<file path="src/rtl/keypad_entry.sv">
// Keypad entry stage: collects key digits into a 5-digit buffer and presents
// whole codes on submit, with clear/backspace/enter, inactivity timeout and lockout.
module keypad_entry #(
  parameter int NUM_DIGITS  = 5,
  parameter int DIGIT_W     = 4,
  parameter int TIMEOUT_CYC = 1000
) (
  input  logic               clk,
  input  logic               rst_n,
  input  logic               key_valid,
  input  logic [DIGIT_W-1:0] key_code,
  input  logic               lockout,
  output logic [DIGIT_W-1:0] digit_a,
  output logic [DIGIT_W-1:0] digit_b,
  output logic [DIGIT_W-1:0] digit_c,
  output logic [DIGIT_W-1:0] digit_d,
  output logic [DIGIT_W-1:0] digit_e,
  output logic               code_valid,
  output logic               entry_busy,
  output logic [2:0]         digit_count,
  output logic               timeout_err,
  output logic               short_err
);
  localparam int TMR_W = (TIMEOUT_CYC > 2) ? $clog2(TIMEOUT_CYC) : 1;
  localparam logic [TMR_W-1:0]   TMR_LAST  = TMR_W'(TIMEOUT_CYC - 1);
  localparam logic [2:0]         CNT_FULL  = 3'(NUM_DIGITS);
  localparam logic [DIGIT_W-1:0] KEY_NINE  = DIGIT_W'(9);
  localparam logic [DIGIT_W-1:0] KEY_CLEAR = DIGIT_W'(10);
  localparam logic [DIGIT_W-1:0] KEY_BKSP  = DIGIT_W'(11);
  localparam logic [DIGIT_W-1:0] KEY_ENTER = DIGIT_W'(14);

  typedef enum logic {S_IDLE, S_ENTRY} state_t;
  typedef logic [NUM_DIGITS-1:0][DIGIT_W-1:0] digits_t;

  state_t           state_q, state_d;
  logic [2:0]       count_q, count_d;
  logic [2:0]       bksp_idx;
  digits_t          buf_q, buf_d;
  digits_t          code_q, code_d;
  logic [TMR_W-1:0] timer_q, timer_d;
  logic             code_valid_q, code_valid_d;
  logic             short_err_q, short_err_d;
  logic             timeout_err_q, timeout_err_d;

  assign bksp_idx = count_q - 3'd1;

  always_comb begin
    count_d       = count_q;
    buf_d         = buf_q;
    code_d        = code_q;
    timer_d       = timer_q;
    code_valid_d  = 1'b0;
    short_err_d   = 1'b0;
    timeout_err_d = 1'b0;

    if (lockout) begin
      // Lockout outranks any key, including an enter in the same cycle.
      count_d = '0;
      buf_d   = '0;
      timer_d = '0;
    end else if (key_valid) begin
      timer_d = '0;
      if (key_code <= KEY_NINE) begin
        if (count_q < CNT_FULL) begin
          buf_d[count_q] = key_code;
          count_d        = count_q + 3'd1;
        end
      end else if (key_code == KEY_CLEAR) begin
        count_d = '0;
        buf_d   = '0;
      end else if (key_code == KEY_BKSP) begin
        if (count_q != 3'd0) begin
          buf_d[bksp_idx] = '0;
          count_d         = bksp_idx;
        end
      end else if (key_code == KEY_ENTER) begin
        if (count_q == CNT_FULL) begin
          code_d       = buf_q;
          code_valid_d = 1'b1;
        end else if (count_q != 3'd0) begin
          short_err_d = 1'b1;
        end
        count_d = '0;
        buf_d   = '0;
      end
    end else if (state_q == S_ENTRY) begin
      if (timer_q == TMR_LAST) begin
        timeout_err_d = 1'b1;
        count_d       = '0;
        buf_d         = '0;
        timer_d       = '0;
      end else begin
        timer_d = timer_q + TMR_W'(1);
      end
    end

    state_d = (count_d == 3'd0) ? S_IDLE : S_ENTRY;
  end

  always_ff @(posedge clk or negedge rst_n) begin
    if (!rst_n) begin
      state_q       <= S_IDLE;
      count_q       <= '0;
      buf_q         <= '0;
      code_q        <= '0;
      timer_q       <= '0;
      code_valid_q  <= 1'b0;
      short_err_q   <= 1'b0;
      timeout_err_q <= 1'b0;
    end else begin
      state_q       <= state_d;
      count_q       <= count_d;
      buf_q         <= buf_d;
      code_q        <= code_d;
      timer_q       <= timer_d;
      code_valid_q  <= code_valid_d;
      short_err_q   <= short_err_d;
      timeout_err_q <= timeout_err_d;
    end
  end

  assign digit_a     = code_q[0];
  assign digit_b     = code_q[1];
  assign digit_c     = code_q[2];
  assign digit_d     = code_q[3];
  assign digit_e     = code_q[4];
  assign code_valid  = code_valid_q;
  assign short_err   = short_err_q;
  assign timeout_err = timeout_err_q;
  assign digit_count = count_q;
  assign entry_busy  = (count_q != 3'd0);
endmodule
</file>
<file path="config.mk">
export PLATFORM = sky130hd
export DESIGN_NAME = keypad_entry
export DESIGN_NICKNAME = d
export VERILOG_FILES = /design/src/rtl/keypad_entry.sv
export SDC_FILE = /design/constraint.sdc
export NUM_CORES = 1
export LEC_CHECK = 0
export BUFFER_PORTS_ARGS = -buffer_cell sky130_fd_sc_hd__buf_2
export CORE_MARGIN = 4
export CORE_UTILIZATION = 57
export CTS_CLUSTER_SIZE = 12
export DETAILED_ROUTE_END_ITERATION = 8
export MAX_ROUTING_LAYER = met4
export PLACE_DENSITY_LB_ADDON = 0.25
export SLEW_MARGIN = 20
export SYNTH_ARGS = -nofsm -noshare
export SYNTH_HDL_FRONTEND = slang
export SYNTH_SLANG_ARGS = --single-unit
</file>
<file path="constraint.sdc">
create_clock -name clk -period 2.5 [get_ports clk]
set_clock_uncertainty 0.2 [all_clocks]
set_input_delay 0.375 -clock clk [delete_from_list [all_inputs] [get_ports clk]]
set_output_delay 0.375 -clock clk [all_outputs]
set_load 0.005 [all_outputs]
</file>
# After elaboration in Yosys (flattened, before gate mapping)
# Cells that the tools add are included.
[totals]
mem_bits_rw = 0
mem_bits_ro = 0
out_inout_bits = 27
wordCells = 96
latch_bits = 0
reg_bits = 57
n_memories = 0
[op_classes]
eq_ne = 8
add_sub_neg = 3
reduce_logical = 8
multipliers = 0
shift = 0
muxes = 49
bitwise = 6
div_mod_pow = 0
magnitude_cmp = 6
[ops]
columns = ["cell", "n"]
rows = [
  ["$mux 20", 10],
  ["$mux 10", 4],
  ["$mux 3", 10],
  ["$demux 4 s3", 2],
  ["$and 20x20->20", 1],
  ["$bwmux 20", 1],
  ["$mux 1", 20],
  ["$not 20->20", 1],
  ["$eq 4x4->1 const B", 3],
  ["$add 10x1->10 const B", 1],
  ["$eq 10x10->1 const B", 1],
  ["$reduce_bool 3->1", 3],
  ["$lt 3x4->1 const B", 2],
  ["$mux 4", 2],
  ["$reduce_and 7->1", 1],
  ["$ge 3x1->1 const B", 2],
  ["$ne 6x1->1 const B", 1],
  ["$ne 6x6->1 const B", 1],
  ["$reduce_and 5->1", 1],
  ["$le 4x4->1 const B", 1],
  ["$ne 4x3->1 const B", 1],
  ["$not 1->1", 4],
  ["$add 3x1->3 const B", 1],
  ["$eq 3x3->1 const B", 1],
  ["4 further kinds", 5],
]

# Logic depth before layout (Yosys ltp)
# Gate-level depths: netlist of run 1.
[depth]
word_depth = 13
ltp_mapped = 7
ltp_nobuf = 7

# Worst setup path before layout of run 1
# No wires, ideal clock.
[synth_path]
kind = "register to register"
start = "register count_q[0], in the netlist digit_count[0]"
end = "register buf_q[10] in the netlist's numbering"
slack_ps = 410
path_buffers = 0
synth_period_minus_slack_ps = 2090
stages_incl_launch_ff = 8
t_arrival_ps = 1769
path_cell_list = "dfrtp_1 > inv_1 > ha_1 > xor2_1 > or3_1 > a22oi_1 > nand3_1 > a22o_1"
[synth_via]
elab_chain_cells = 13
[synth_lines]
columns = ["item", "line", "rtl"]
rows = [
  ["start: declaration", "36", "logic [2:0] count_q, count_d;"],
  ["start signal: assignment", "112", "count_q <= count_d;"],
  ["$sub 3x1->3", "45", "assign bksp_idx = count_q - 3'd1;"],
  ["$lt 3x4->1 (implied by the code) / $ge 3x1->1 (equally long branches)", "73", "buf_d[bksp_idx] = '0;"],
  ["$logic_and 1x1->1 (implied by the code)", "73", ""],
  ["$mux 4 (implied by the code)", "73", ""],
  ["$demux 4 s3", "73", ""],
  ["$not 20->20 (no source line)", "n/a", ""],
  ["$and 20x20->20 (no source line)", "n/a", ""],
  ["$mux 20", "72", "if (count_q != 3'd0) begin"],
  ["$mux 20", "71", "end else if (key_code == KEY_BKSP) begin"],
  ["$mux 20", "68", "end else if (key_code == KEY_CLEAR) begin"],
  ["$mux 20", "63", "if (key_code <= KEY_NINE) begin"],
  ["$mux 20", "61", "end else if (key_valid) begin"],
  ["$mux 20", "56", "if (lockout) begin"],
  ["end signal: assignment", "113", "buf_q <= buf_d;"],
  ["end: declaration", "38", "digits_t buf_q, buf_d;"],
]
# Several ways; a longest one is shown, not always the timed one. The select of a mux whose other input is x is not followed.
# A chain may end at the register's enable or synchronous reset.

# Final worst setup path of run 1
[layout_path]
start = "register timer_q[0]"
end = "register state_q"
[layout_via]
elab_chain_cells = 7
[layout_lines]
columns = ["item", "line", "rtl"]
rows = [
  ["start: declaration", "40", "logic [TMR_W-1:0] timer_q, timer_d;"],
  ["start signal: assignment", "115", "timer_q <= timer_d;"],
  ["$eq 10x10->1", "87", "if (timer_q == TMR_LAST) begin"],
  ["$mux 3", "87", ""],
  ["$mux 3", "86", "end else if (state_q == S_ENTRY) begin"],
  ["$mux 3", "61", ""],
  ["$mux 3", "56", ""],
  ["via count_d[2]", "36", ""],
  ["$logic_not 3->1", "97", "state_d = (count_d == 3'd0) ? S_IDLE : S_ENTRY;"],
  ["$mux 1", "97", ""],
  ["via state_d", "35", "state_t state_q, state_d;"],
  ["end signal: assignment", "111", "state_q <= state_d;"],
  ["end: declaration", "35", ""],
]
# The timed path passes the listed nets, and every way through them passes these cells.

==> impl_results.rst, run 1 <==
.. list-table::
   :header-rows: 1

   * - Metric
     - Value
   * - Result of the run
     - completed
   * - Global route overflow
     - 0
   * - Wirelength per Cell
     - 16.9 µm
   * - Setup TNS
     - 0 ns
   * - Area growth from synthesis to layout
     - 16.7%
   * - Die span in y
     - 77.1 µm
   * - Floorplan die area
     - 0.00594 mm²
   * - Synthesized flop and latch total
     - 57
   * - Final setup margin
     - 0.308 ns
   * - Resized Gates After CTS
     - 0
   * - DPL Wire Length
     - 4.09 mm
   * - Remaining routing DRC violations
     - 0
   * - Fraction of synthesis flops using an asynchronous set or reset pin
     - 1.00
   * - Post-synth net total
     - 257
   * - Clock slew at reported path FFs
     - 0.06 ns
   * - Number of iterations in the first detailed-routing pass
     - 4
   * - Hold violation total from the final report
     - 0
   * - Worst supply voltage drop on vdd
     - 0.416 mV
   * - Worst setup slack before clock tree synthesis
     - 0.314 ns
   * - Share of post-route cells with drive strength above 1
     - 0.282
   * - Max-Cap Viols
     - 0
   * - Per-instance average area after synthesis
     - 11.1 µm²
   * - Number of slew-limit violations in the final report
     - 0
   * - Global router's overall resource usage
     - 0.223
   * - Multi-input logic area
     - 0.00122 mm²
   * - Sum of routed wire length over all layers
     - 5.86 mm
   * - Total clock buffers created by CTS
     - 9
   * - Via count
     - 2032
   * - Cell types with the highest counts after synthesis
     - sky130_fd_sc_hd__dfrtp_1 (57), sky130_fd_sc_hd__mux2_2 (20), sky130_fd_sc_hd__nand2_1 (18)
   * - Worst slew margin
     - 0.665
   * - Primary FF master, synth
     - sky130_fd_sc_hd__dfrtp_1
   * - Actual transition at the worst max-transition pin
     - 0.503 ns
   * - Nets@finish
     - 303
   * - Multiplexer area fraction after synthesis
     - 0.0865
   * - Max FO, Critical Path
     - 8
   * - Element type at the critical path end
     - register
   * - Clk Latency, worst-skew pair
     - 0.33 ns
   * - Data required time at the worst endpoint
     - 2.50 ns
   * - Count of clock tree sinks
     - 57
   * - Core Footprint
     - 0.00447 mm²
   * - Period Utilization, post-route
     - 0.877
   * - Detailed router's first-iteration violation count
     - 101
   * - Time the worst path needs with I/O delays and setup
     - 2.19 ns
   * - Count of flip-flops with a built-in enable after synthesis
     - 0
   * - Simple-gate share of the synthesized area
     - 0.162
   * - Reg area
     - 0.00143 mm²
   * - Top Ports
     - 35
   * - Syn Inst Count
     - 244
   * - Number of core rows
     - 24
   * - Cell variety after synth
     - 48
   * - Port Buffer Count
     - 34
   * - CP arrival
     - 2.20 ns
   * - Largest net degree at the start of global routing
     - 25
   * - Via count normalized by instance count
     - 5.87
   * - Critical path type
     - register to register
   * - Crit start category
     - register
   * - Antenna violation net count after detailed routing
     - 0
   * - Global-route wire length before repair
     - 9.97 mm
   * - Yosys warning count
     - 0
   * - Number of antenna repair diodes
     - 0
   * - Cell taking the most area after synthesis
     - sky130_fd_sc_hd__dfrtp_1
   * - Static leakage power
     - 1.57 nW
   * - Class of the tightest hold or removal check
     - input port to register
   * - Share of the synthesized area in compound gates (AO/OA/AOI/OAI)
     - 0.154
   * - Largest cells by area after synthesis
     - sky130_fd_sc_hd__dfrtp_1 (52%), sky130_fd_sc_hd__mux2_2 (8.3%), sky130_fd_sc_hd__a22o_1 (4.8%), sky130_fd_sc_hd__nand2_1 (2.5%), sky130_fd_sc_hd__a21oi_1 (2.4%)
   * - Main combinational cell family by area after synthesis
     - simple AND/OR/NAND/NOR gates
   * - Final setup violation count
     - 0
   * - Cell chosen for the clock root
     - sky130_fd_sc_hd__clkbuf_8
   * - Count of fill cells added during filler insertion
     - 339
   * - Max Freq
     - 0.456 GHz
   * - Unrepaired setup endpoints after global routing
     - no
   * - Total Power
     - 1.89 mW
   * - Power Dens Cells
     - 596 mW/mm²
   * - CTS tree
     - built
   * - Xor/xnor cell area share of the yosys netlist
     - 0.0225
   * - Fraction of post-synthesis cell area in the top cell type by area
     - 0.524
   * - Share of synthesized area occupied by flip-flops and latches
     - 0.524
   * - Via count of the first global-routing pass
     - 1995
   * - Area of the mapped netlist
     - 0.00272 mm²
   * - Die width
     - 77.1 µm
   * - Most frequently used cell type in the post-synthesis netlist
     - sky130_fd_sc_hd__dfrtp_1
   * - Initial antenna violation count
     - 0
   * - Bufs on Longest Clock Path
     - 2
   * - Final weighted congestion in routability-driven placement
     - 0.996
   * - Adder-cell share of the synthesized area
     - 0.0230
   * - Initial core utilization
     - 0.608
   * - Htree depth
     - 3
where the power goes:
| part | leakage, nW | internal (mW) | switching [mW] |
|---|---|---|---|
| sequential | 0.794 | 0.933 | 0.0104 |
| combinational | 0.686 | 0.0566 | 0.114 |
| clock | 0.0915 | 0.434 | 0.344 |
| total | 1.57 | 1.42 | 0.469 |
worst max-delay path, cell delays in order, from the launching register on:
cell and delay [ns]:
sky130_fd_sc_hd__dfrtp_1 0.39, sky130_fd_sc_hd__ha_1 0.20, sky130_fd_sc_hd__nand2_1 0.15, sky130_fd_sc_hd__o41ai_4 0.51, sky130_fd_sc_hd__o21ai_1 0.13, sky130_fd_sc_hd__a211o_1 0.32
sky130_fd_sc_hd__nand4bb_1 0.17
per-stage QoR:
stage	hold slack [ns]	area (µm²)	util	cells
after floorplan	-0.121	2720	-	244
final	0.0776	3170	0.709	346
after global routing	0.0539	3170	0.709	346
after CTS	0.0557	3170	0.709	346
after detailed placement	0.166	2980	0.666	330
after global placement	0.152	2980	0.666	330
cell type report:
cell class | instances | share of cell area
Clock buffer | 13 | 0.0532
Clock inverter | 2 | 0.00394
Inverter | 7 | 0.00828
Multi-Input combinational cell | 170 | 0.384
Sequential cell | 57 | 0.450
Tap cell | 52 | 0.0205
Timing Repair Buffer | 45 | 0.0804
cells in the final DEF (no fill, tap or decap), types with 5 or more instances in the layout:
cell type                  count
sky130_fd_sc_hd__mux2_2       20
sky130_fd_sc_hd__nor2_1       17
sky130_fd_sc_hd__nor3_1        9
sky130_fd_sc_hd__clkbuf_8     12
sky130_fd_sc_hd__dfrtp_1      57
sky130_fd_sc_hd__buf_4        10
sky130_fd_sc_hd__a22o_1       15
sky130_fd_sc_hd__nand3_1       8
sky130_fd_sc_hd__inv_1         6
sky130_fd_sc_hd__o21ai_0       8
sky130_fd_sc_hd__buf_2        34
sky130_fd_sc_hd__ha_1          5
sky130_fd_sc_hd__nand2_1      18
sky130_fd_sc_hd__a21oi_1      13
logic make-up after synthesis:
family | count (synthesis)
buffers and inverters | 17
muxes | 21
AOI/OAI and AO/OA | 57
xor gates and xnor gates | 7
and+or+nand+nor | 80
adders and majority gates | 5
DFF | 57
repair_timing:
item | CTS | global route
endpoints found under the hold margin | 19 | 0
hold buffers | 1 | 0
setup buffers | 0 | 0
per-layer routing:
layer  vias up  share of wire  GRT usage
met5         -              0          -
met4         0          0.010     0.0623
met3         7          0.040     0.0738
met2        45           0.50      0.350
met1      1001           0.45      0.278
li1        979              -          -
final timing paths:
check / startpoint / endpoint / slack, ns / cells after the start
hold / removal: key_valid / timer_q[2] / 0.08 / 2
setup / recovery: timer_q[0] / state_q / 0.31 / 6
hold reg to reg: buf_q[5] / buf_q[5] / 0.28 / 1
min in group asynchronous: rst_n / timer_q[6] / 0.35 / 2
setup reg to reg: timer_q[0] / state_q / 0.31 / 6
max in group asynchronous: rst_n / buf_q[17] / 1.05 / 3
registers in the layout (all words and copies together), names as in the netlist, 3 cells and up:
signal       cells
digit_a          4
digit_c          4
digit_d          4
digit_e          4
digit_b          4
timer_q         10
buf_q           20
digit_count      3
No activity file was read; power rests on OpenSTA's default activity.
==> run 2, diff against run 1 <==
Settings changed: ABC_AREA set to 1, CORE_UTILIZATION 57 to 59.
==> run 2 against run 1 <==
Via count up 54%; wire length rose by 33%; register-to-register slack barely moved; critical endpoint is now buf_q[13]; largest power group unchanged.
==> impl_results.rst, run 2 <==
.. list-table::
   :header-rows: 1

   * - Metric
     - Value
   * - Result of the run
     - completed
   * - Die width
     - 83.6 µm (+8.5%)
   * - Bufs on Longest Clock Path
     - 2 (unchanged)
   * - Syn Inst Count
     - 481 (+97%)
   * - Fraction of post-synthesis cell area in the top cell type by area
     - 0.423 (-0.102)
   * - Global-route wire length before repair
     - 13.6 mm (+36%)
   * - Cell types with the highest counts after synthesis
     - sky130_fd_sc_hd__nand2_1 (150), sky130_fd_sc_hd__nor2_1 (70), sky130_fd_sc_hd__dfrtp_1 (57)
   * - Largest net degree at the start of global routing
     - 38 (+52%)
   * - Commonest cells after routing, fill and taps aside
     - sky130_fd_sc_hd__nand2_1 (150), sky130_fd_sc_hd__nor2_1 (70), sky130_fd_sc_hd__dfrtp_1 (57), sky130_fd_sc_hd__nand3_1 (54), sky130_fd_sc_hd__inv_1 (37)
   * - Regs by FF count
     - buf_q: 20 flops, timer_q: 10 flops
   * - Xor/xnor cell area share of the yosys netlist
     - 0.00260 (-0.0199)
   * - Sum of routed wire length over all layers
     - 7.78 mm (+33%)
   * - Count of flip-flops with a built-in enable after synthesis
     - 0 (unchanged)
   * - Global route overflow
     - 0 (unchanged)
   * - Max Freq
     - 0.455 GHz (-0.37%)
   * - Clk Latency, worst-skew pair
     - 0.34 ns (about the same)
   * - Utilization after layout
     - 0.680 (-0.0296)
   * - Adder-cell share of the synthesized area
     - 0.0185 (-0.00446)
   * - Wirelength per Cell
     - 13.0 µm (-23%)
   * - Number of slew-limit violations in the final report
     - 0 (unchanged)
   * - Net switching power
     - 593 µW (+27%)
   * - Remaining routing DRC violations
     - 0 (unchanged)
   * - Worst supply voltage drop on vdd
     - 0.320 mV (-23%)
   * - Element type at the critical path end
     - register
   * - Proportion of total power due to net switching
     - 0.301 (+0.0528)
   * - Static leakage power
     - 1.88 nW (+20%)
   * - Fraction of synthesis flops using an asynchronous set or reset pin
     - 1.00 (unchanged)
   * - Number of antenna repair diodes
     - 0 (unchanged)
   * - Critical Path Slowest Stage Cell
     - sky130_fd_sc_hd__dfrtp_1
   * - Antenna violation net count after detailed routing
     - 0 (unchanged)
   * - Number of flip-flops under the largest register name
     - 20 (unchanged)
   * - Worst slew margin
     - 0.608 (-0.0567)
   * - Largest cells by area after synthesis
     - sky130_fd_sc_hd__dfrtp_1 (42%), sky130_fd_sc_hd__nand2_1 (17%), sky130_fd_sc_hd__nand3_1 (8.0%), sky130_fd_sc_hd__nor2_1 (7.8%), sky130_fd_sc_hd__inv_1 (4.1%)
   * - Critical path type
     - register to register
   * - Die span in y
     - 83.6 µm (+8.5%)
   * - Nets@finish
     - 533 (+76%)
   * - Area of the mapped netlist
     - 0.00337 mm² (+24%)
   * - Initial antenna violation count
     - 0 (unchanged)
   * - Htree depth
     - 3 (unchanged)
   * - Comb pwr share
     - 0.141 (+0.051)
   * - Post-synth net total
     - 494 (+92%)
   * - Register-to-register setup slack
     - 0.30 ns (about the same)
   * - Count of clock tree sinks
     - 57 (unchanged)
   * - Area growth from synthesis to layout
     - 11.6%
   * - Share of post-route cells with drive strength above 1
     - 0.170 (-0.113)
   * - Final setup violation count
     - 0 (unchanged)
   * - Simple-gate share of the synthesized area
     - 0.396 (+0.234)
   * - Via count of the first global-routing pass
     - 3002 (+50%)
   * - Number of iterations in the first detailed-routing pass
     - 5 (+1)
   * - Unrepaired setup endpoints after global routing
     - no
   * - Primary FF master, synth
     - sky130_fd_sc_hd__dfrtp_1
   * - Top Ports
     - 35 (unchanged)
   * - Most common cell after layout, fill and taps aside
     - sky130_fd_sc_hd__nand2_1
   * - Class of the tightest hold or removal check
     - input port to register
   * - Final weighted congestion in routability-driven placement
     - 0.965 (-3.2%)
   * - Sequential power share
     - 0.491 (-0.008)
   * - Total clock buffers created by CTS
     - 9 (unchanged)
   * - Data required time at the worst endpoint
     - 2.58 ns (+0.08 ns)
   * - Core Footprint
     - 0.00554 mm² (+24%)
   * - Clock slew at reported path FFs
     - 0.07 ns (about the same)
   * - Global router's overall resource usage
     - 0.245 (+0.0220)
   * - Time the worst path needs with I/O delays and setup
     - 2.20 ns (+0.00825 ns)
   * - Synthesized flop and latch total
     - 57 (unchanged)
   * - Detailed router's first-iteration violation count
     - 191 (+89%)
   * - Period Utilization, post-route
     - 0.880 (+0.00330)
   * - Via count
     - 3126 (+54%)
   * - Initial core utilization
     - 0.609 (+0.00114)
   * - Multiplexer area fraction after synthesis
     - 0.00297 (-0.0835)
   * - Setup TNS
     - 0 ns (unchanged)
   * - Share of synthesized area occupied by flip-flops and latches
     - 0.423 (-0.102)
   * - Max FO, Critical Path
     - 12 (+4)
   * - Clock network fraction of design power
     - 0.367 (-0.044)
   * - Max-Cap Viols
     - 0 (unchanged)
   * - Floorplan die area
     - 0.00699 mm² (+18%)
   * - Per-instance average area after synthesis
     - 7.02 µm² (-37%)
   * - Yosys warning count
     - 0 (unchanged)
   * - Number of core rows
     - 27 (+13%)
   * - Cell taking the most area after synthesis
     - sky130_fd_sc_hd__dfrtp_1
   * - Cell chosen for the clock root
     - sky130_fd_sc_hd__clkbuf_8
   * - Cell-internal power
     - 1.38 mW (-3.0%)
   * - Crit start category
     - register
   * - Ordered list of cells on the worst path
     - inv_1, ha_1, inv_1, nor2_1, nand3_1, nand2_1, nor2_2, nand3_1, nand2_1
   * - Main combinational cell family by area after synthesis
     - simple AND/OR/NAND/NOR gates
   * - Port Buffer Count
     - 34 (unchanged)
   * - Power Dens Cells
     - 525 mW/mm² (-12%)
   * - DPL Wire Length
     - 5.81 mm (+42%)
   * - Via count normalized by instance count
     - 5.24 (-11%)
   * - Actual transition at the worst max-transition pin
     - 0.588 ns (+0.0851 ns)
   * - Share of the synthesized area in compound gates (AO/OA/AOI/OAI)
     - 0.0793 (-0.0747)
   * - Most flops, register
     - buf_q
   * - Biggest cell delay along the critical path
     - 0.44 ns (-0.07 ns)
   * - Hold violation total from the final report
     - 0 (unchanged)
   * - CP arrival
     - 2.28 ns (+0.08 ns)
   * - CTS tree
     - built
   * - Cell variety after synth
     - 28 (-42%)
   * - Most frequently used cell type in the post-synthesis netlist
     - sky130_fd_sc_hd__nand2_1
run 2: cell count changes after synthesis, sizes merged, moves of 6 or more:
| cell | previous run | this run |
|---|---|---|
| nand2 | 18 | 155 |
| inv | 7 | 45 |
| nor2 | 17 | 90 |
| nand3 | 8 | 55 |
| a21oi | 13 | 26 |
| nor3 | 9 | 3 |
| a22o | 15 | 0 |
| mux2 | 20 | 0 |
| o21ai | 9 | 21 |
run 2: repair_timing:
| item | 4_1_cts | 5_1_grt |
|---|---|---|
| buffers inserted | 0 | 0 |
| gates resized for setup | 0 | 0 |
| hold buffers | 1 | 0 |
| hold endpoints to repair | 24 | 0 |
run 2: layout make-up:
class	count	area, µm²
Fill cell	491	1780
Multi-Input combinational cell	367	1690
Sequential cell	57	1430
Timing Repair Buffer	40	230
Inverter	45	169
Clock buffer	10	128
Tap cell	72	90.1
Clock inverter	6	35.0
run 2: stage by stage:
| stage | total power [mW] | cell area (µm²) | std cells | setup slack [ns] | hold WS [ns] |
|---|---|---|---|---|---|
| 2_1_floorplan | 1.18 | 3370 | 481 | 0.583 | -0.121 |
| 3_3_place_gp | 1.26 | 3590 | 580 | 0.407 | 0.199 |
| 3_5_place_dp | 1.26 | 3590 | 580 | 0.353 | 0.208 |
| 4_1_cts | 1.99 | 3760 | 597 | 0.345 | 0.194 |
| 5_1_grt | 2.08 | 3760 | 597 | 0.113 | 0.212 |
| 6_report | 1.97 | 3760 | 597 | 0.300 | 0.204 |
run 2: worst max-delay path, delay by kind of cell (launching register included):
kind,cells,cell delay [ns]
adder cells (fa/ha/maj),1,0.25
buffers and inverters,2,0.24
flip-flops,1,0.44
AND/OR/NAND/NOR,6,1.01
run 2: cells by family (layout without fill, tap and decap cells):
| group | Yosys count | after routing |
|---|---|---|
| xor gates and xnor gates | 1 | 1 |
| and+or+nand+nor | 309 | 309 |
| AOI/OAI and AO/OA | 51 | 51 |
| buffers and inverters | 57 | 101 |
| muxes | 1 | 1 |
| adders and majority gates | 5 | 5 |
| DFF | 57 | 57 |
run 2: metal layers:
layer,track usage,part of all wire,up-vias
met5,-,0,-
met4,0.104,0.019,0
met3,0.0444,0.051,14
met2,0.396,0.48,94
met1,0.302,0.45,1409
li1,-,-,1609
run 2: worst paths after layout:
check,from,endpoint,cells past startpoint
min in group asynchronous,rst_n,buf_q[6],2
min reg2reg,digit_b[2],digit_b[2],2
min,key_code[1],short_err,5
max reg2reg,digit_count[1],buf_q[13],9
max in group asynchronous,rst_n,buf_q[19],3
max,digit_count[1],buf_q[13],9
run 2: power groups by stage:
stage	combinational, mW	sequential (mW)	clock, mW
global route	0.317	0.973	0.787
finish	0.279	0.970	0.725
CTS	0.279	0.970	0.736
floorplan	0.194	0.983	0
detailed placement	0.277	0.987	0
global placement	0.273	0.985	0
